**config.mk**
```make
export PLATFORM = sky130hd
export DESIGN_NAME = bcd_scan_driver
export DESIGN_NICKNAME = d
export VERILOG_FILES = /design/src/rtl/seg7_pkg.sv /design/src/rtl/bcd_to_seg7.sv /design/src/rtl/bcd_scan_driver.sv
export SDC_FILE = /design/constraint.sdc
export NUM_CORES = 1
export LEC_CHECK = 0
export CAP_MARGIN = 20
export CORE_AREA = 2 2 85 87
export CTS_BUF_LIST = sky130_fd_sc_hd__clkbuf_4 sky130_fd_sc_hd__clkbuf_8
export DETAILED_ROUTE_END_ITERATION = 8
export DIE_AREA = 0 0 87 89
export PLACE_DENSITY = 0.63
export SYNTH_ARGS = -nofsm -noshare
export SYNTH_HDL_FRONTEND = slang
export SYNTH_SLANG_ARGS = --single-unit
```
**constraint.sdc**
```tcl
create_clock -name clk -period 3.5 [get_ports clk]
set_clock_uncertainty 0.15 [all_clocks]
set_input_delay 0.525 -clock clk [delete_from_list [all_inputs] [get_ports clk]]
set_output_delay 0.525 -clock clk [all_outputs]
set_load 0.02 [all_outputs]
```
**src/rtl/seg7_pkg.sv**
```systemverilog
// seg7_pkg: shared constants for the four-digit seven-segment scan driver.
package seg7_pkg;
  localparam int NUM_DIGITS = 4;
  localparam logic [6:0] SEG_BLANK = 7'b1111111;
  localparam logic [6:0] SEG_DASH = 7'b0111111;
  // Active-low patterns, bit0=a .. bit6=g, indexed by digit value
  localparam logic [6:0] SEG_TABLE [0:9] = '{
    7'b1000000, 7'b1111001, 7'b0100100, 7'b0110000, 7'b0011001,
    7'b0010010, 7'b0000010, 7'b1111000, 7'b0000000, 7'b0010000
  };
endpackage

```
**src/rtl/bcd_to_seg7.sv**
```systemverilog
// bcd_to_seg7: combinational BCD digit to active-low segment decoder with blanking.
module bcd_to_seg7
  import seg7_pkg::*;
(
  input  logic [3:0] digit,
  input  logic       blank,
  output logic [6:0] seg_n
);
  always_comb seg_n = blank ? SEG_BLANK : (digit > 4'd9) ? SEG_DASH : SEG_TABLE[digit];
endmodule

```
**src/rtl/bcd_scan_driver.sv**
```systemverilog
// bcd_scan_driver: time-multiplexed 4-digit display driver with frame-synchronous
// double-buffered updates, leading-zero blanking and a sticky overrun flag.
module bcd_scan_driver
  import seg7_pkg::*;
#(
  parameter int PRESCALE = 4
) (
  input  logic        clk,
  input  logic        rst,
  input  logic [15:0] digits_in,
  input  logic        load,
  input  logic        blank_lz,
  input  logic        clr_ovr,
  output logic [6:0]  seg_n,
  output logic [3:0]  an_n,
  output logic        upd_ack,
  output logic        overrun
);
  localparam logic [15:0] LAST = 16'(PRESCALE - 1);
  logic [15:0] presc_q, presc_d, pend_q, pend_d, disp_q, disp_d;
  logic [1:0] idx_q, idx_d;
  logic pend_v_q, pend_v_d, ack_q, ack_d, ovr_q, ovr_d;
  logic [3:0] an_q, an_d;
  logic [6:0] seg_q, seg_d;
  logic term, frame, xfer, blank;
  logic [3:0] digit;
  logic [NUM_DIGITS-1:0] nz;
  always_comb begin
    term = presc_q == LAST;
    frame = term && idx_q == 2'd3;
    xfer = frame && pend_v_q;
    presc_d = term ? '0 : presc_q + 16'd1;
    idx_d = term ? idx_q + 2'd1 : idx_q;
    disp_d = xfer ? pend_q : disp_q;
    pend_d = load ? digits_in : pend_q;
    pend_v_d = xfer ? load : (pend_v_q | load);
    ack_d = xfer;
    // A load landing on the transfer cycle refills the buffer legitimately
    ovr_d = (load && pend_v_q && !frame) ? 1'b1 : clr_ovr ? 1'b0 : ovr_q;
    digit = disp_q[{idx_q, 2'b00} +: 4];
    for (int i = 0; i < NUM_DIGITS; i++) nz[i] = |disp_q[4*i +: 4];
    blank = blank_lz && idx_q != 2'd0 && (nz >> idx_q) == 4'd0;
    an_d = ~(4'd1 << idx_q);
  end
  bcd_to_seg7 u_dec (
    .digit(digit),
    .blank(blank),
    .seg_n(seg_d)
  );
  always_ff @(posedge clk or negedge rst) begin
    if (!rst) begin
      presc_q <= '0;
      idx_q <= '0;
      pend_q <= '0;
      disp_q <= '0;
      pend_v_q <= 1'b0;
      ack_q <= 1'b0;
      ovr_q <= 1'b0;
      an_q <= 4'b1111;
      seg_q <= SEG_BLANK;
    end else begin
      presc_q <= presc_d;
      idx_q <= idx_d;
      pend_q <= pend_d;
      disp_q <= disp_d;
      pend_v_q <= pend_v_d;
      ack_q <= ack_d;
      ovr_q <= ovr_d;
      an_q <= an_d;
      seg_q <= seg_d;
    end
  end
  assign seg_n = seg_q;
  assign an_n = an_q;
  assign upd_ack = ack_q;
  assign overrun = ovr_q;
endmodule

```
==> report_table.html <==
<table>
<tr><th>Metric</th><th>Value</th></tr>
<tr><th colspan="2">Global routing</th></tr>
<tr><td>Number of antenna violations at the first check in global routing</td><td>0</td></tr>
<tr><td>Largest net degree at the start of global routing</td><td>65</td></tr>
<tr><td>Total global-route track usage</td><td>14.6%</td></tr>
<tr><td>Sum of overflow across all layers after global routing</td><td>0</td></tr>
<tr><td>First-pass GRT wire length</td><td>8510 µm</td></tr>
<tr><td>Number of global-route vias before repair</td><td>1755</td></tr>
<tr><th colspan="2">Run status</th></tr>
<tr><td>Outcome</td><td>finished clean</td></tr>
<tr><th colspan="2">Detailed routing</th></tr>
<tr><td>Violation count after the first detailed-routing iteration</td><td>102</td></tr>
<tr><td>Number of nets with antenna violations after routing</td><td>0</td></tr>
<tr><td>Detailed-route wire length per cell</td><td>14.6 µm</td></tr>
<tr><td>Total number of vias</td><td>1764</td></tr>
<tr><td>Via-per-instance ratio</td><td>5.16</td></tr>
<tr><td>WL final</td><td>5010 µm</td></tr>
<tr><td>Total iterations of the first detailed-routing run</td><td>4</td></tr>
<tr><td>Remaining routing DRC violations</td><td>0</td></tr>
<tr><th colspan="2">STA</th></tr>
<tr><td>Worst Tran Pin Value</td><td>0.779 ns</td></tr>
<tr><td>Final hold violation count</td><td>0</td></tr>
<tr><td>Final number of max-transition violations</td><td>0</td></tr>
<tr><td>Final setup margin</td><td>1.20 ns</td></tr>
<tr><td>Final period util</td><td>65.9%</td></tr>
<tr><td>Setup_tns</td><td>0 ns</td></tr>
<tr><td>Worst slew margin relative to its limit</td><td>47.9%</td></tr>
<tr><td>Setup repair after global routing missed its margin</td><td>false</td></tr>
<tr><td>F_max</td><td>0.434 GHz</td></tr>
<tr><td>Endpoints failing setup</td><td>0</td></tr>
<tr><td>Minimum period implied by the final worst setup slack</td><td>2.30 ns</td></tr>
<tr><th colspan="2">Flow run</th></tr>
<tr><td>Count of maximum capacitance violations</td><td>0</td></tr>
<tr><th colspan="2">Final layout</th></tr>
<tr><td>Most common library cell in the layout ignoring fill and taps</td><td>sky130_fd_sc_hd__dfrtp_1</td></tr>
<tr><td>Fraction of final layout cells with drive strength greater than 1</td><td>29.8%</td></tr>
<tr><td>Most frequent cells in the layout</td><td>53 x sky130_fd_sc_hd__dfrtp_1, 32 x sky130_fd_sc_hd__clkdlybuf4s50_1, 24 x sky130_fd_sc_hd__mux2_2, 12 x sky130_fd_sc_hd__inv_1, 12 x sky130_fd_sc_hd__clkbuf_8</td></tr>
<tr><td>Final nets</td><td>288</td></tr>
<tr><td>Relative area change from synthesis to final layout</td><td>19.0%</td></tr>
<tr><td>Fillers</td><td>579</td></tr>
<tr><td>Antenna fix cells</td><td>0</td></tr>
<tr><th colspan="2">Synth</th></tr>
<tr><td>Count of cell types in the netlist</td><td>40</td></tr>
<tr><td>Post-Synthesis Cells</td><td>219</td></tr>
<tr><td>Proportion of synthesized chip area in sequential cells</td><td>54.2%</td></tr>
<tr><td>Syn nets</td><td>250</td></tr>
<tr><td>Syn Area/Cell</td><td>13.6 µm²</td></tr>
<tr><td>Total of flip-flops plus latches after synthesis</td><td>64</td></tr>
<tr><td>Post-synth design cell area</td><td>2980 µm²</td></tr>
<tr><td>Count of yosys warnings during synthesis</td><td>0</td></tr>
<tr><th colspan="2">Clock network</th></tr>
<tr><td>PostCTS Resize Cnt</td><td>0</td></tr>
<tr><td>Post-CTS setup repair buffer count</td><td>0</td></tr>
<tr><td>Hold-fix buffers, CTS</td><td>0</td></tr>
<tr><td>Clock slew at the register clock pins of the worst setup and hold paths</td><td>0.07 ns</td></tr>
<tr><td>Clock tree from TritonCTS</td><td>yes</td></tr>
<tr><td>Total clock buffers created by CTS</td><td>9</td></tr>
<tr><td>Root cell of the clock tree</td><td>sky130_fd_sc_hd__clkbuf_8</td></tr>
<tr><td>Maximum level of the CTS H-tree</td><td>3</td></tr>
<tr><td>Clock network latency to the later pin of the worst-skew pair</td><td>0.34 ns</td></tr>
<tr><td>Maximum number of buffers from clock root to sink</td><td>2</td></tr>
<tr><td>Clk sink count</td><td>64</td></tr>
<tr><th colspan="2">Min path</th></tr>
<tr><td>HP Class</td><td>in -&gt; async</td></tr>
<tr><th colspan="2">Floorplan</th></tr>
<tr><td>Die area</td><td>7740 µm²</td></tr>
<tr><td>Die span in y</td><td>89 µm</td></tr>
<tr><td>Boundary Pins</td><td>34</td></tr>
<tr><td>Core Region</td><td>6720 µm²</td></tr>
<tr><td>Starting density of the core</td><td>44.3%</td></tr>
<tr><td>Horizontal die dimension</td><td>87 µm</td></tr>
<tr><td>Number of rows in the core area</td><td>30</td></tr>
<tr><th colspan="2">Critical path</th></tr>
<tr><td>Worst Path Arrival</td><td>2.42 ns</td></tr>
<tr><td>Kind of critical path</td><td>reg -&gt; reg</td></tr>
<tr><td>Critical Path Source</td><td>idx_q[0]</td></tr>
<tr><td>Reg-to-reg critical path startpoint</td><td>idx_q[0]</td></tr>
<tr><td>Type of destination of the critical path</td><td>register</td></tr>
<tr><td>Sort of element at the start of the critical path</td><td>register</td></tr>
<tr><td>Required time of the worst setup path</td><td>3.61 ns</td></tr>
<tr><td>Worst-path maximum fanout</td><td>8</td></tr>
<tr><th colspan="2">Pwr</th></tr>
<tr><td>PD cells</td><td>459 nW/µm²</td></tr>
<tr><td>Lkg Pwr</td><td>1.53 nW</td></tr>
<tr><td>Worst ir drop on vdd</td><td>0.000244 V</td></tr>
<tr><th colspan="2">Place</th></tr>
<tr><td>Worst slack after detailed placement</td><td>1.21 ns</td></tr>
<tr><td>Global placer's final weighted congestion</td><td>0.781</td></tr>
<tr><td>Total half-perimeter wirelength after legalization and detailed placement</td><td>3520 µm</td></tr>
<tr><td>Port buffer count</td><td>33</td></tr>
</table>
Yosys cell counts, drive strengths merged:
master  count  area (µm²)
dfrtp      53        1330
mux2       34         420
inv        12        45.0
dfstp      11         289
ha         10         125
nand2      10        37.5
nor2       10        56.3
xnor2      10        87.6
nand3       9        45.0
nor3        6        30.0
nor4        6        67.6
buf         5        52.6
xor2        5        43.8
a21o        4        30.0
a21oi       4        20.0
mux4        4        90.1
and3        3        20.0
nand4       3        33.8
a211oi      2        20.0
a31oi       2        12.5
and4        2        20.0
clkbuf      2        7.51
o21ai       2        10.0
o21bai      2        15.0
or2         2        12.5
a21boi      1        7.51
a22o        1        8.76
and2        1        7.51
nand2b      1        6.26
nor4b       1        23.8
o211ai      1        7.51
through the flow:
stage	hold WS, ns	instance area, µm²	std cells	util, %	total power, mW
detailed placement	0.339	3350	326	49.9	1.04
global placement	0.338	3350	326	49.9	1.04
global route	0.244	3540	342	52.8	1.71
floorplan	0.0794	2980	219	-	0.954
finish	0.188	3540	342	52.8	1.63
CTS	0.226	3540	342	52.8	1.65
critical path: stages, from the launching register on:
cell and delay, ns:
sky130_fd_sc_hd__dfrtp_1 0.56, sky130_fd_sc_hd__mux4_2 0.60, sky130_fd_sc_hd__inv_1 0.13, sky130_fd_sc_hd__ha_1 0.22
sky130_fd_sc_hd__nor2_1 0.09, sky130_fd_sc_hd__a211oi_2 0.22, sky130_fd_sc_hd__a31oi_1 0.05, sky130_fd_sc_hd__or2_1 0.21
registers in the layout, indices dropped and copies added, names as in the netlist:
signal / cells
disp_q: 16
pend_v_q: 1
an_n: 4
presc_q: 16
upd_ack: 1
seg_n: 7
idx_q: 2
overrun: 1
pend_q: 16
routing by layer:
layer  track usage [%]  vias to the layer above  share of wire (%)
li1                  -                      848                  -
met1              19.5                      864                 48
met2              21.9                       42                 46
met3              3.42                       10                4.1
met4              8.66                        0                1.9
met5                 0                        -                  0
cell families (layout without fill, tap and decap cells):
kind of cell             Yosys count  after routing  share of synthesized area (%)
adder cells (fa/ha/maj)           10             10                           4.20
buffers and inverters             19             62                           3.53
AO/OA/AOI/OAI                     19             19                           4.41
flip-flops                        64             64                           54.2
AND/OR/NAND/NOR                   54             54                           12.1
multiplexers                      38             38                           17.1
XOR/XNOR                          15             15                           4.41
power by group:
| part | internal [mW] | switching, mW | leakage (nW) |
|---|---|---|---|
| Combinational | 0.108 | 0.0850 | 0.661 |
| Clock | 0.330 | 0.270 | 0.0995 |
| Sequential | 0.801 | 0.0331 | 0.774 |
| Total | 1.24 | 0.388 | 1.53 |
path summary, 6_finish.rpt:
check / endpoint / slack (ns) / cells past startpoint
max in group asynchronous: presc_q[12] / 2.49 / 2
min in group clk: disp_q[7] / 0.35 / 1
worst max register to register: seg_n[4] / 1.20 / 7
worst min-delay path: presc_q[14] / 0.19 / 2
worst min register to register: disp_q[7] / 0.35 / 1
worst max-delay path: seg_n[4] / 1.20 / 7
layout make-up:
cell class	count	area, µm²	area share, %
flip-flops and latches	64	1620	45.6
multi-input cells	136	1260	35.5
repair buffers	34	333	9.39
clock buffers	14	180	5.08
well taps	80	100	2.82
inverters	12	45.0	1.27
clock inverters	2	12.5	0.353
No activity file was read; power rests on OpenSTA's default activity.
